## src/rtl/of_stage_hazard_if.sv

```systemverilog
// Signal bundle between the OF stage and its neighbours (IF, control unit, GPR file, writeback, EX).
// slave is the OF stage's view; master is the surrounding pipeline's view.
interface of_stage_hazard_if #(
  parameter int unsigned XLEN   = 32,
  parameter int unsigned SCNT_W = 16
);
  logic              if_valid;
  logic [31:0]       if_instr;
  logic [XLEN-1:0]   if_pc;
  logic              if_ready;

  logic [4:0]        cu_opcode;
  logic              cu_imm;
  logic              cu_is_imm;
  logic              cu_is_st;
  logic              cu_is_ret;
  logic              cu_is_wb;

  logic [3:0]        rd_addr1;
  logic [3:0]        rd_addr2;
  logic [XLEN-1:0]   rd_data1;
  logic [XLEN-1:0]   rd_data2;

  logic              wb_valid;
  logic [3:0]        wb_rd;
  logic [XLEN-1:0]   wb_data;

  logic              flush;
  logic              ex_ready;
  logic              ex_valid;
  logic [XLEN-1:0]   ex_pc;
  logic [XLEN-1:0]   ex_a;
  logic [XLEN-1:0]   ex_b;
  logic [XLEN-1:0]   ex_st_data;
  logic [XLEN-1:0]   ex_branch_pc;
  logic [31:0]       ex_instr;
  logic [3:0]        ex_ctrl;
  logic [SCNT_W-1:0] stall_cnt;

  modport slave (
    input  if_valid, if_instr, if_pc,
    output if_ready,
    output cu_opcode, cu_imm,
    input  cu_is_imm, cu_is_st, cu_is_ret, cu_is_wb,
    output rd_addr1, rd_addr2,
    input  rd_data1, rd_data2,
    input  wb_valid, wb_rd, wb_data,
    input  flush, ex_ready,
    output ex_valid, ex_pc, ex_a, ex_b, ex_st_data, ex_branch_pc, ex_instr, ex_ctrl,
    output stall_cnt
  );

  modport master (
    output if_valid, if_instr, if_pc,
    input  if_ready,
    input  cu_opcode, cu_imm,
    output cu_is_imm, cu_is_st, cu_is_ret, cu_is_wb,
    input  rd_addr1, rd_addr2,
    output rd_data1, rd_data2,
    output wb_valid, wb_rd, wb_data,
    output flush, ex_ready,
    input  ex_valid, ex_pc, ex_a, ex_b, ex_st_data, ex_branch_pc, ex_instr, ex_ctrl,
    input  stall_cnt
  );
endinterface

```

## src/rtl/of_stage_hazard.sv

```systemverilog
// Operand-fetch stage: operand decode with writeback bypass, RAW scoreboard stalls,
// flush, stall counter and a back-pressured OF/EX output register.
module of_stage_hazard #(
  parameter int unsigned XLEN   = 32,
  parameter int unsigned NREG   = 16,
  parameter int unsigned RA_IDX = 15,
  parameter int unsigned SCNT_W = 16
) (
  input logic               clk,
  input logic               rst_n,
  of_stage_hazard_if.slave  bus
);

  typedef struct packed {
    logic [XLEN-1:0] pc;
    logic [XLEN-1:0] a;
    logic [XLEN-1:0] b;
    logic [XLEN-1:0] st;
    logic [XLEN-1:0] br;
    logic [31:0]     instr;
    logic [3:0]      ctrl;
  } ex_pl_t;

  logic [3:0]        rd_f, rs1_f, rs2_f;
  logic [15:0]       imm_f;
  logic [1:0]        mode_f;
  logic [26:0]       off_f;
  logic [3:0]        src1, src2, ex_rd;
  logic              use2, byp1, byp2, haz1, haz2, hazard;
  logic              slot_free, issue, ex_hs;
  logic [XLEN-1:0]   op1, op2, immx, br_tgt;

  logic              ex_valid_q, ex_valid_d;
  ex_pl_t            ex_q, ex_d;
  logic [NREG-1:0]   busy_q, busy_d;
  logic [SCNT_W-1:0] stall_cnt_q, stall_cnt_d;

  function automatic logic busy_at(input logic [NREG-1:0] b, input logic [3:0] a);
    logic hit;
    hit = 1'b0;
    for (int unsigned r = 0; r < NREG; r++) begin
      if (a == 4'(r)) hit = b[r];
    end
    return hit;
  endfunction

  always_comb begin
    rd_f   = bus.if_instr[25:22];
    rs1_f  = bus.if_instr[21:18];
    rs2_f  = bus.if_instr[17:14];
    imm_f  = bus.if_instr[15:0];
    mode_f = bus.if_instr[17:16];
    off_f  = bus.if_instr[26:0];

    src1 = bus.if_valid ? (bus.cu_is_ret ? 4'(RA_IDX) : rs1_f) : '0;
    src2 = bus.if_valid ? (bus.cu_is_st ? rd_f : rs2_f) : '0;
    use2 = bus.cu_is_st | ~bus.cu_is_imm;

    byp1 = bus.wb_valid & (bus.wb_rd == src1);
    byp2 = bus.wb_valid & use2 & (bus.wb_rd == src2);
    op1  = byp1 ? bus.wb_data : bus.rd_data1;
    op2  = byp2 ? bus.wb_data : bus.rd_data2;

    unique case (mode_f)
      2'b00:   immx = {{(XLEN-16){imm_f[15]}}, imm_f};
      2'b10:   immx = {{(XLEN-16){1'b1}}, imm_f};
      default: immx = {{(XLEN-16){1'b0}}, imm_f};
    endcase

    br_tgt = bus.cu_is_ret ? op1
                           : bus.if_pc + {{(XLEN-29){off_f[26]}}, off_f, 2'b00};

    // A producer still sitting in the output register is not yet in the scoreboard.
    ex_rd  = ex_q.instr[25:22];
    haz1   = (busy_at(busy_q, src1) & ~byp1)
           | (ex_valid_q & ex_q.ctrl[0] & (ex_rd == src1));
    haz2   = use2 & ((busy_at(busy_q, src2) & ~byp2)
           | (ex_valid_q & ex_q.ctrl[0] & (ex_rd == src2)));
    hazard = bus.if_valid & (haz1 | haz2);

    slot_free = ~ex_valid_q | bus.ex_ready;
    issue     = bus.if_valid & slot_free & ~hazard & ~bus.flush;
    ex_hs     = ex_valid_q & bus.ex_ready & ex_q.ctrl[0];
  end

  always_comb begin
    ex_valid_d  = ex_valid_q;
    ex_d        = ex_q;
    busy_d      = busy_q;
    stall_cnt_d = stall_cnt_q;

    // Clear first so that a same-cycle set of the same register wins.
    for (int unsigned r = 0; r < NREG; r++) begin
      if (bus.wb_valid && bus.wb_rd == 4'(r)) busy_d[r] = 1'b0;
    end
    for (int unsigned r = 0; r < NREG; r++) begin
      if (ex_hs && ex_rd == 4'(r)) busy_d[r] = 1'b1;
    end

    if (bus.if_valid && slot_free && hazard && !bus.flush && stall_cnt_q != '1)
      stall_cnt_d = stall_cnt_q + SCNT_W'(1);

    if (bus.flush) begin
      ex_valid_d = 1'b0;
    end else if (issue) begin
      ex_valid_d = 1'b1;
      ex_d.pc    = bus.if_pc;
      ex_d.a     = op1;
      ex_d.b     = bus.cu_is_imm ? immx : op2;
      ex_d.st    = op2;
      ex_d.br    = br_tgt;
      ex_d.instr = bus.if_instr;
      ex_d.ctrl  = {bus.cu_is_imm, bus.cu_is_st, bus.cu_is_ret, bus.cu_is_wb};
    end else if (bus.ex_ready) begin
      ex_valid_d = 1'b0;
    end
  end

  always_ff @(posedge clk) begin
    if (!rst_n) begin
      ex_valid_q  <= 1'b0;
      ex_q        <= '0;
      busy_q      <= '0;
      stall_cnt_q <= '0;
    end else begin
      ex_valid_q  <= ex_valid_d;
      ex_q        <= ex_d;
      busy_q      <= busy_d;
      stall_cnt_q <= stall_cnt_d;
    end
  end

  assign bus.if_ready     = slot_free & ~hazard & ~bus.flush;
  assign bus.cu_opcode    = bus.if_instr[31:27];
  assign bus.cu_imm       = bus.if_instr[26];
  assign bus.rd_addr1     = src1;
  assign bus.rd_addr2     = src2;
  assign bus.ex_valid     = ex_valid_q;
  assign bus.ex_pc        = ex_q.pc;
  assign bus.ex_a         = ex_q.a;
  assign bus.ex_b         = ex_q.b;
  assign bus.ex_st_data   = ex_q.st;
  assign bus.ex_branch_pc = ex_q.br;
  assign bus.ex_instr     = ex_q.instr;
  assign bus.ex_ctrl      = ex_q.ctrl;
  assign bus.stall_cnt    = stall_cnt_q;

endmodule

```

## src/flat_wrapper.sv

```systemverilog
// flat-port wrapper written by rule: the top's interface ports become plain ports
module of_stage_hazard_flat 
#(
  parameter int unsigned XLEN   = 32,
  parameter int unsigned NREG   = 16,
  parameter int unsigned RA_IDX = 15,
  parameter int unsigned SCNT_W = 16
)
  (clk, rst_n, bus_if_valid, bus_if_instr, bus_if_pc, bus_if_ready, bus_cu_opcode, bus_cu_imm, bus_cu_is_imm, bus_cu_is_st, bus_cu_is_ret, bus_cu_is_wb, bus_rd_addr1, bus_rd_addr2, bus_rd_data1, bus_rd_data2, bus_wb_valid, bus_wb_rd, bus_wb_data, bus_flush, bus_ex_ready, bus_ex_valid, bus_ex_pc, bus_ex_a, bus_ex_b, bus_ex_st_data, bus_ex_branch_pc, bus_ex_instr, bus_ex_ctrl, bus_stall_cnt);
  of_stage_hazard_if #(.XLEN(XLEN), .SCNT_W(SCNT_W)) bus_i ();
  input logic clk;
  input logic rst_n;
  input wire logic [$bits(bus_i.if_valid)-1:0] bus_if_valid;
  input wire logic [$bits(bus_i.if_instr)-1:0] bus_if_instr;
  input wire logic [$bits(bus_i.if_pc)-1:0] bus_if_pc;
  output wire logic [$bits(bus_i.if_ready)-1:0] bus_if_ready;
  output wire logic [$bits(bus_i.cu_opcode)-1:0] bus_cu_opcode;
  output wire logic [$bits(bus_i.cu_imm)-1:0] bus_cu_imm;
  input wire logic [$bits(bus_i.cu_is_imm)-1:0] bus_cu_is_imm;
  input wire logic [$bits(bus_i.cu_is_st)-1:0] bus_cu_is_st;
  input wire logic [$bits(bus_i.cu_is_ret)-1:0] bus_cu_is_ret;
  input wire logic [$bits(bus_i.cu_is_wb)-1:0] bus_cu_is_wb;
  output wire logic [$bits(bus_i.rd_addr1)-1:0] bus_rd_addr1;
  output wire logic [$bits(bus_i.rd_addr2)-1:0] bus_rd_addr2;
  input wire logic [$bits(bus_i.rd_data1)-1:0] bus_rd_data1;
  input wire logic [$bits(bus_i.rd_data2)-1:0] bus_rd_data2;
  input wire logic [$bits(bus_i.wb_valid)-1:0] bus_wb_valid;
  input wire logic [$bits(bus_i.wb_rd)-1:0] bus_wb_rd;
  input wire logic [$bits(bus_i.wb_data)-1:0] bus_wb_data;
  input wire logic [$bits(bus_i.flush)-1:0] bus_flush;
  input wire logic [$bits(bus_i.ex_ready)-1:0] bus_ex_ready;
  output wire logic [$bits(bus_i.ex_valid)-1:0] bus_ex_valid;
  output wire logic [$bits(bus_i.ex_pc)-1:0] bus_ex_pc;
  output wire logic [$bits(bus_i.ex_a)-1:0] bus_ex_a;
  output wire logic [$bits(bus_i.ex_b)-1:0] bus_ex_b;
  output wire logic [$bits(bus_i.ex_st_data)-1:0] bus_ex_st_data;
  output wire logic [$bits(bus_i.ex_branch_pc)-1:0] bus_ex_branch_pc;
  output wire logic [$bits(bus_i.ex_instr)-1:0] bus_ex_instr;
  output wire logic [$bits(bus_i.ex_ctrl)-1:0] bus_ex_ctrl;
  output wire logic [$bits(bus_i.stall_cnt)-1:0] bus_stall_cnt;
  assign bus_i.if_valid = bus_if_valid;
  assign bus_i.if_instr = bus_if_instr;
  assign bus_i.if_pc = bus_if_pc;
  assign bus_if_ready = bus_i.if_ready;
  assign bus_cu_opcode = bus_i.cu_opcode;
  assign bus_cu_imm = bus_i.cu_imm;
  assign bus_i.cu_is_imm = bus_cu_is_imm;
  assign bus_i.cu_is_st = bus_cu_is_st;
  assign bus_i.cu_is_ret = bus_cu_is_ret;
  assign bus_i.cu_is_wb = bus_cu_is_wb;
  assign bus_rd_addr1 = bus_i.rd_addr1;
  assign bus_rd_addr2 = bus_i.rd_addr2;
  assign bus_i.rd_data1 = bus_rd_data1;
  assign bus_i.rd_data2 = bus_rd_data2;
  assign bus_i.wb_valid = bus_wb_valid;
  assign bus_i.wb_rd = bus_wb_rd;
  assign bus_i.wb_data = bus_wb_data;
  assign bus_i.flush = bus_flush;
  assign bus_i.ex_ready = bus_ex_ready;
  assign bus_ex_valid = bus_i.ex_valid;
  assign bus_ex_pc = bus_i.ex_pc;
  assign bus_ex_a = bus_i.ex_a;
  assign bus_ex_b = bus_i.ex_b;
  assign bus_ex_st_data = bus_i.ex_st_data;
  assign bus_ex_branch_pc = bus_i.ex_branch_pc;
  assign bus_ex_instr = bus_i.ex_instr;
  assign bus_ex_ctrl = bus_i.ex_ctrl;
  assign bus_stall_cnt = bus_i.stall_cnt;
  of_stage_hazard #(.XLEN(XLEN), .NREG(NREG), .RA_IDX(RA_IDX), .SCNT_W(SCNT_W)) u_core (.clk(clk), .rst_n(rst_n), .bus(bus_i));
endmodule
```

## config.mk

```make
export PLATFORM = sky130hd
export DESIGN_NAME = of_stage_hazard_flat
export DESIGN_NICKNAME = d
export VERILOG_FILES = /design/src/rtl/of_stage_hazard_if.sv /design/src/rtl/of_stage_hazard.sv /design/src/flat_wrapper.sv
export SDC_FILE = /design/constraint.sdc
export NUM_CORES = 1
export LEC_CHECK = 0
export ABC_AREA = 1
export BUFFER_PORTS_ARGS = -buffer_cell sky130_fd_sc_hd__buf_2
export CAP_MARGIN = 20
export CELL_PAD_IN_SITES_DETAIL_PLACEMENT = 0
export CELL_PAD_IN_SITES_GLOBAL_PLACEMENT = 2
export CORE_MARGIN = 3
export CORE_UTILIZATION = 29
export CTS_CLUSTER_SIZE = 10
export DETAILED_ROUTE_END_ITERATION = 6
export PLACE_DENSITY = 0.94
export RECOVER_POWER = 100
export SYNTH_ARGS = -nofsm -noshare
export SYNTH_HDL_FRONTEND = slang
export SYNTH_SLANG_ARGS = --single-unit
```

## constraint.sdc

```tcl
create_clock -name clk -period 5.7 [get_ports clk]
set_input_delay 1.14 -clock clk [delete_from_list [all_inputs] [get_ports clk]]
set_output_delay 1.14 -clock clk [all_outputs]
set_load 0.01 [all_outputs]
```

==> reports/qor.txt, run 1 <==
outcome = complete, but fails checks
failing checks = max-capacitance violations, max-slew violations
Post-synth top cells = nand2_1, a21oi_1, dfxtp_1
CP Cell Sequence = buf_2 > inv_1 > nor2_1 > nand2_1 > nor2_1 > nor2_1 > nand2_1 > nand3_1 > a21oi_1 > nand4_1 > nand2_1 > nand4_1 > nand2_1 > nand2_1 > a21oi_4 > nand2_2 > a211oi_1 > buf_2
CP max stage delay = 430 ps
RSZ-0062 raised after global routing = false
fin cells = 2749
Placed Cells = 2707
largest area contributor in the netlist = dfxtp_1
Syn Inst Count = 1834
post-cts hold buffer count = 0
Max IR drop VDD = 219.7 uV
routability cong. = 0.9060
TritonRoute pass-1 iters = 5
most numerous cell on the critical path = nand2_1
synth unique cells = 51
I/O Buffers = 401
grt total ovfl = 0
relative slew slack = -38.64%
sequential share of the synthesized area = 36.51%
Max-Cap Viols = 1
placed instance area = 0.01487 mm2
Max clock buf depth = 3
Most used DFF post-synth = dfxtp_1
TritonCTS Buffers = 28
CP Class = input port to primary output
die width = 214.1 um
Critical Path RT = 4560 ps
post-CTS setup buffers = 0
slowest stage cell on the critical path = nor2_1
H-Tree Depth = 1
via total after detailed routing = 13910
CP Capture Type = primary output
initial core utilization = 29.67%
antenna-violating nets left = 0
initial antenna violation count = 1
nets = 2365
# IOs = 402
layout cells sized above 1 = 12.25%
Worst Hold Class = flip-flop to flip-flop
Ys Warns = 0
CTS tree = yes
Die Area = 0.04583 mm2
Peak Freq = 202.6 MHz
final setup fails = 0
PostCTS Resize Cnt = 0
Syn-to-layout area delta = 22.75%
crit share post-route = 86.61%
later-pin clock latency in the skew report = 570 ps
worst-path maximum fanout = 16
clock sinks = 229
vias per cell = 5.059
leakage power = 0.006261 uW
drt total wl = 54.50 mm
first-pass GRT wire length = 81.71 mm
synthesized area = 0.01256 mm2
Residual DRC = 0
1st-iter DRT viols = 1020
post-synth top area share = 36.51%
die height = 214.1 um
Worst Tran Pin Value = 2080 ps
PwrDens = 287.4 mW/mm2
startpoint types = input port
setup TNS = 0 ps
DP Wirelength = 41.18 mm
row cnt = 75
Hold Violations, Final = 0
Yosys reg bits = 229
Area contributors post-synth = dfxtp_1, nand2_1, a21oi_1, o21ai_0, nand4_1
clock slew at reported path FFs = 50 ps
syn nets = 2039
asr flop ratio synth = 0%
hold_ws = 442.7 ps
final core occ = 36.42%
post-DR wirelength/cell = 19.83 um
clock root cell = clkbuf_16
syn avg cell area = 6.846 um2
critical path arrival = 3800 ps
count leader, synth = nand2_1
Setup Skew = 25.86 ps
number of synthesized flops with an enable pin = 0
vias in the first global route = 13100
final-report max-slew violation count = 44
Overall Global Routing Usage = 22.67%
Finished Cell Area = 0.01541 mm2
core area = 0.04232 mm2
largest net degree at the start of global routing = 111
FILL cells = 4754
final worst path period need = 4937 ps
-- routing by layer --
| layer | share of wire (%) | track usage (%) |
|---|---|---|
| met1 | 44 | 30.91 |
| met4 | 3.3 | 7.385 |
| met2 | 44 | 35.64 |
| met5 | 0 | 0 |
| met3 | 8.2 | 5.073 |
-- where the power goes --
group          leakage, uW  switching (uW)  internal [uW]
logic              0.00398             659            297
clock network     0.000415             698           1010
registers          0.00187            63.8           1710
-- registers in the layout, summed over array words and instances (netlist names) --
register / flops
u_core.bus.ex_a: 32
u_core.busy_q: 16
u_core.bus.ex_instr: 32
u_core.bus.ex_st_data: 32
u_core.bus.ex_branch_pc: 32
u_core.bus.ex_pc: 32
u_core.bus.stall_cnt: 16
u_core.bus.ex_ctrl: 4
u_core.bus.ex_b: 32
u_core.bus.ex_valid: 1
-- through the flow --
stage	setup slack, ps	power [uW]
after global placement	950.2	2788
after detailed placement	1033	2790
after global routing	378.6	4654
after CTS	1030	4513
final	763.0	4429
after floorplan	1382	2383
-- area by class of cell --
type / count / area, um2 / share of cell area [%]
clock buffer: 39 / 802.0 / 5.204
multi-input combinational: 1309 / 6703 / 43.49
sequential: 229 / 4584 / 29.75
antenna: 1 / 2.502 / 0.01624
timing repair buffer: 420 / 1904 / 12.36
clock inverter: 2 / 46.29 / 0.3004
tap: 577 / 721.9 / 4.684
inverter: 172 / 648.1 / 4.205
-- cells by family (layout without fill, tap and decap cells) --
family | after synthesis | after routing | synth area share [%]
xor+xnor | 35 | 35 | 2.442
simple gates | 753 | 753 | 26.80
buf+inv | 296 | 633 | 10.10
flops | 229 | 229 | 36.51
fa+ha+maj | 31 | 31 | 3.149
other cells | 0 | 1 | 0
compound gates | 473 | 473 | 19.63
mux | 17 | 17 | 1.365
-- worst paths after layout --
check	startpoint	endpoint	slack, ps	cells past startpoint
setup / recovery	bus_if_valid	bus_if_ready	760	18
hold / removal	u_core.bus.ex_pc[27]	u_core.bus.ex_pc[27]	440	2
setup reg to reg	u_core.busy_q[0]	u_core.bus.ex_instr[22]	2000	18
hold reg to reg	u_core.bus.ex_pc[27]	u_core.bus.ex_pc[27]	440	2
-- critical path: cells and delay by family --
kind	cells	cell delay (ps)
AND/OR/NAND/NOR	12	1550
AO/OA/AOI/OAI	3	560
buffers and inverters	3	540
-- cell usage in the layout, fill, tap and decap left out, types with 13 or more instances in the layout --
master / netlist / final
a21oi_1: 252 / 252
dfxtp_1: 229 / 229
xor2_1: 21 / 21
buf_2: 30 / 181
and2_0: 0 / 14
clkbuf_1: 67 / 225
ha_1: 30 / 30
clkbuf_16: 0 / 28
xnor2_1: 14 / 14
buf_4: 16 / 13
nor3_1: 17 / 16
nand2_1: 443 / 443
inv_1: 163 / 165
mux2i_1: 16 / 16
nand3_1: 51 / 51
nand4_1: 125 / 125
nor2_1: 70 / 75
o21ai_0: 157 / 182
(Power assumes the default switching activity.)
==> run 2: changes to the inputs <==
--- a/config.mk
+++ b/config.mk
@@ -14,7 +14,7 @@
 export CORE_UTILIZATION = 29
 export CTS_CLUSTER_SIZE = 10
 export DETAILED_ROUTE_END_ITERATION = 6
-export PLACE_DENSITY = 0.94
+export PLACE_DENSITY = 0.9
 export RECOVER_POWER = 100
 export SYNTH_ARGS = -nofsm -noshare
 export SYNTH_HDL_FRONTEND = slang
==> reports/qor.txt, run 2 (synthesis gave the netlist of run 1 again) <==
relative slew slack = -98.96%
crit share post-route = 89.95%
1st-iter DRT viols = 1111
core area = 0.04232 mm2
critical path arrival = 3990 ps
cell family with most CP delay = simple AND/OR/NAND/NOR gates
outcome = complete, but fails checks
Pwr Total = 4437 uW
via total after detailed routing = 13820
DP Wirelength = 41.50 mm
CTS tree = yes
switching power total = 1450 uW
later-pin clock latency in the skew report = 570 ps
initial core utilization = 29.67%
TritonRoute pass-1 iters = 5
layout cells sized above 1 = 12.25%
I/O Buffers = 401
most frequent cells in the layout = nand2_1, a21oi_1, dfxtp_1
final worst path period need = 5127 ps
Max IR drop VDD = 228.9 uV
routability cong. = 0.9043
P_int = 2987 uW
Placed Cells = 2703
clock root cell = clkbuf_16
placed instance area = 0.01484 mm2
most common cell after layout, fill and taps aside = nand2_1
vias in the first global route = 13230
PwrDens = 288.9 mW/mm2
CP Class = input port to primary output
antenna-violating nets left = 0
slowest stage cell on the critical path = nor2_1
Max clock buf depth = 3
Worst Hold Class = flip-flop to flip-flop
post-DR wirelength/cell = 20.05 um
Peak Freq = 195.0 MHz
final-report max-slew violation count = 276
worst-path maximum fanout = 16
Hold Violations, Final = 0
# IOs = 402
part of the power in combinational logic = 21.6%
die height = 214.1 um
drt total wl = 55.13 mm
grt total ovfl = 0
CP Cell Sequence = buf_2 > inv_1 > nor2_1 > nand2_1 > nor2_1 > nor2_1 > nand2_1 > nand3_1 > a21oi_1 > nand4_1 > nand2_1 > nand4_1 > nand2_1 > nand2_1 > a21oi_4 > nand2_2 > a211oi_1 > buf_2
setup TNS = 0 ps
Max-Cap Viols = 3
final setup fails = 0
Residual DRC = 0
largest net degree at the start of global routing = 103
vias per cell = 5.029
most numerous cell on the critical path = nand2_1
power share of the clock group = 38.6%
Setup Skew = 17.88 ps
Critical Path RT = 4560 ps
startpoint types = input port
PostCTS Resize Cnt = 0
TritonCTS Buffers = 29
Buf+Inv Stages, Crit Path = 3
fin cells = 2749
initial antenna violation count = 2
nets = 2362
post-cts hold buffer count = 0
first-pass GRT wire length = 82.86 mm
post-CTS setup buffers = 0
n_diodes = 0
Die Area = 0.04583 mm2
clock slew at reported path FFs = 50 ps
final core occ = 36.29%
switching share of power = 32.68%
leakage power = 0.006231 uW
CP max stage delay = 420 ps
H-Tree Depth = 1
row cnt = 75
CP Capture Type = primary output
Finished Cell Area = 0.01536 mm2
Worst Tran Pin Value = 2968 ps
failing checks = max-capacitance violations, max-slew violations
Syn-to-layout area delta = 22.33%
Flop pwr share = 39.8%
RSZ-0062 raised after global routing = false
Overall Global Routing Usage = 22.87%
die width = 214.1 um
clock sinks = 229
run 2: power by group through the flow:
stage | sequential (uW) | combinational, uW | clock (uW)
finish | 1770 | 959 | 1710
global route | 1780 | 1060 | 1810
CTS | 1760 | 1000 | 1750
detailed placement | 1790 | 997 | 0
global placement | 1790 | 996 | 0
floorplan | 1840 | 544 | 0
run 2: cell type report:
type,count,area [um2]
Clock buffer,41,820.8
Clock inverter,5,42.54
Fill cell,4778,26960
Inverter,172,646.9
Multi-Input combinational cell,1309,6703
Sequential cell,229,4584
Tap cell,577,721.9
Timing Repair Buffer,416,1841
run 2: final timing paths:
path	start	depth (start not counted)	endpoint	slack [ps]
hold / removal	u_core.bus.ex_pc[13]	2	u_core.bus.ex_pc[13]	440
setup reg to reg	u_core.bus.ex_instr[22]	10	u_core.bus.ex_a[4]	1590
hold reg to reg	u_core.bus.ex_pc[13]	2	u_core.bus.ex_pc[13]	440
setup / recovery	bus_if_valid	18	bus_if_ready	570
run 2: worst reg2reg max path: cells and delay by family, from the launching register on:
family,cells,cell delay [ps]
AOI/OAI and AO/OA,6,1380
buffers and inverters,2,1580
and+or+nand+nor,1,450
DFF,1,450
xor gates and xnor gates,1,200
run 2: metal layers:
metal	part of all wire, %	vias up	wire length (um)	global-route usage, %
met4	2.6	4	1436	5.855
li1	-	6795	-	-
met2	44	500	24380	36.24
met3	7.3	71	3999	4.860
met5	0.025	-	14	0
met1	46	6454	25300	31.76
run 2: stage by stage:
step	hold slack [ps]	worst slack, ps
6_report	441.5	572.9
5_1_grt	463.5	254.1
4_1_cts	441.6	810.0
3_5_place_dp	433.1	838.3
3_3_place_gp	428.6	819.3
2_1_floorplan	440.1	1382
==> run 3: changes to the inputs <==
--- a/config.mk
+++ b/config.mk
@@ -8,13 +8,13 @@
 export ABC_AREA = 1
 export BUFFER_PORTS_ARGS = -buffer_cell sky130_fd_sc_hd__buf_2
 export CAP_MARGIN = 20
-export CELL_PAD_IN_SITES_DETAIL_PLACEMENT = 0
-export CELL_PAD_IN_SITES_GLOBAL_PLACEMENT = 2
+export CELL_PAD_IN_SITES_DETAIL_PLACEMENT = 1
+export CELL_PAD_IN_SITES_GLOBAL_PLACEMENT = 1
 export CORE_MARGIN = 3
-export CORE_UTILIZATION = 29
+export CORE_UTILIZATION = 32
 export CTS_CLUSTER_SIZE = 10
 export DETAILED_ROUTE_END_ITERATION = 6
-export PLACE_DENSITY = 0.9
+export PLACE_DENSITY = 0.79
 export RECOVER_POWER = 100
 export SYNTH_ARGS = -nofsm -noshare
 export SYNTH_HDL_FRONTEND = slang
==> reports/qor.txt, run 3 (synthesis gave the netlist of run 1 again) <==
Pwr Total = 4472 uW
post-cts hold buffer count = 0
Max clock buf depth = 3
crit share post-route = 88.90%
TritonCTS Buffers = 28
FILL cells = 5102
post-DR wirelength/cell = 21.64 um
Residual DRC = 0
post-CTS setup buffers = 0
drt total wl = 58.09 mm
vias per cell = 5.376
most frequent cells in the layout = nand2_1, a21oi_1, dfxtp_1
final worst path period need = 5067 ps
routability cong. = 0.8966
row cnt = 71
CP Capture Type = primary output
nets = 2367
Max-Cap Viols = 1
Peak Freq = 197.3 MHz
outcome = complete, but fails checks
PwrDens = 291.3 mW/mm2
later-pin clock latency in the skew report = 560 ps
hold_ws = 443.3 ps
CP max stage delay = 450 ps
Worst Hold Class = flip-flop to flip-flop
startpoint types = input port
Seq. cell area = 0.004584 mm2
vias in the first global route = 14570
layout cells sized above 1 = 12.20%
most numerous cell on the critical path = nand2_1
1st-iter DRT viols = 955
TritonRoute pass-1 iters = 5
Max IR drop VDD = 212.7 uV
initial core utilization = 32.87%
Worst Tran Pin Value = 2611 ps
clock slew at reported path FFs = 60 ps
core area = 0.03820 mm2
clock root cell = clkbuf_16
CP Class = input port to primary output
slowest stage cell on the critical path = nor2_1
DP Wirelength = 43.91 mm
Setup Skew = 20.77 ps
stages on the worst setup path = 18
clock sinks = 229
H-Tree Depth = 1
final setup fails = 0
Die Area = 0.04165 mm2
Critical Path RT = 4560 ps
grt total ovfl = 0
failing checks = max-capacitance violations, max-slew violations
die width = 204.1 um
CTS tree = yes
leakage power = 0.006262 uW
final-report max-slew violation count = 64
RSZ-0062 raised after global routing = false
Hold Violations, Final = 0
setup TNS = 0 ps
multi-input combinational cell area = 0.006703 mm2
PostCTS Resize Cnt = 0
initial antenna violation count = 5
# IOs = 402
first-pass GRT wire length = 86.85 mm
CP Cell Sequence = buf_2 > inv_1 > nor2_1 > nand2_1 > nor2_1 > nor2_1 > nand2_1 > nand3_1 > a21oi_1 > nand4_1 > nand2_1 > nand4_1 > nand2_1 > nand2_1 > a21oi_4 > nand2_2 > a211oi_1 > clkbuf_1
critical path arrival = 3930 ps
relative slew slack = -75.03%
final core occ = 40.19%
die height = 204.1 um
Buf+Inv Stages, Crit Path = 3
R2R depth = 11
Worst Hold Depth = 2
antenna-violating nets left = 0
I/O Buffers = 401
largest net degree at the start of global routing = 110
most common cell after layout, fill and taps aside = nand2_1
cell family with most CP delay = simple AND/OR/NAND/NOR gates
via total after detailed routing = 14430
worst-path maximum fanout = 16
Syn-to-layout area delta = 22.26%
Overall Global Routing Usage = 26.64%
==> run 3: changes by cell type in the layout (fill, tap and decap cells not counted), sizes merged <==
cell	before	now
buf	194	198
clkinv	5	3
bufinv	0	1
clkbuf	263	262
clkinvlp	2	1
diode	0	1
inv	170	169
==> run 3: report_power, final <==
| group | switching [uW] | internal [uW] |
|---|---|---|
| registers | 65.6 | 1710 |
| clock network | 704 | 1010 |
| logic | 684 | 300 |
==> run 3: area by class of cell <==
| type | instances | area share, % |
|---|---|---|
| Clock inverter | 2 | 0.2282 |
| Inverter | 172 | 4.214 |
| Timing Repair Buffer | 422 | 12.58 |
| Clock buffer | 38 | 5.273 |
| Multi-Input combinational cell | 1309 | 43.66 |
| Tap cell | 511 | 4.165 |
| Antenna cell | 1 | 0.01630 |
| Sequential cell | 229 | 29.86 |
==> run 3: through the flow <==
stage	setup slack, ps	cells	cell area (um2)
detailed placement	860.9	2643	14820
floorplan	1382	1834	12560
CTS	852.9	2683	15660
global placement	907.7	2643	14820
global route	306.0	2684	15350
finish	632.7	2684	15350
==> run 3: worst reg2reg max path: cells and delay by family, from the launching register on <==
family          cells  cell delay, ps
xor+xnor            1             210
flops               1             470
buf+inv             3            1540
simple gates        1             510
compound gates      6            1330
==> run 3: worst paths after layout <==
kind                                 from                      end  slack, ps
setup / recovery             bus_if_valid             bus_if_ready        630
hold / removal    u_core.bus.ex_instr[13]  u_core.bus.ex_instr[13]        440
setup reg to reg  u_core.bus.ex_instr[22]  u_core.bus.ex_instr[22]       1570
hold reg to reg   u_core.bus.ex_instr[13]  u_core.bus.ex_instr[13]        440
==> run 3: metal layers <==
metal	up-vias	wire [um]	share of wire [%]	track usage, %
li1	6797	-	-	-
met1	6981	25310	44	35.68
met2	540	26210	45	42.85
met3	105	4500	7.7	5.495
met4	6	2021	3.5	8.921
met5	-	46	0.079	0
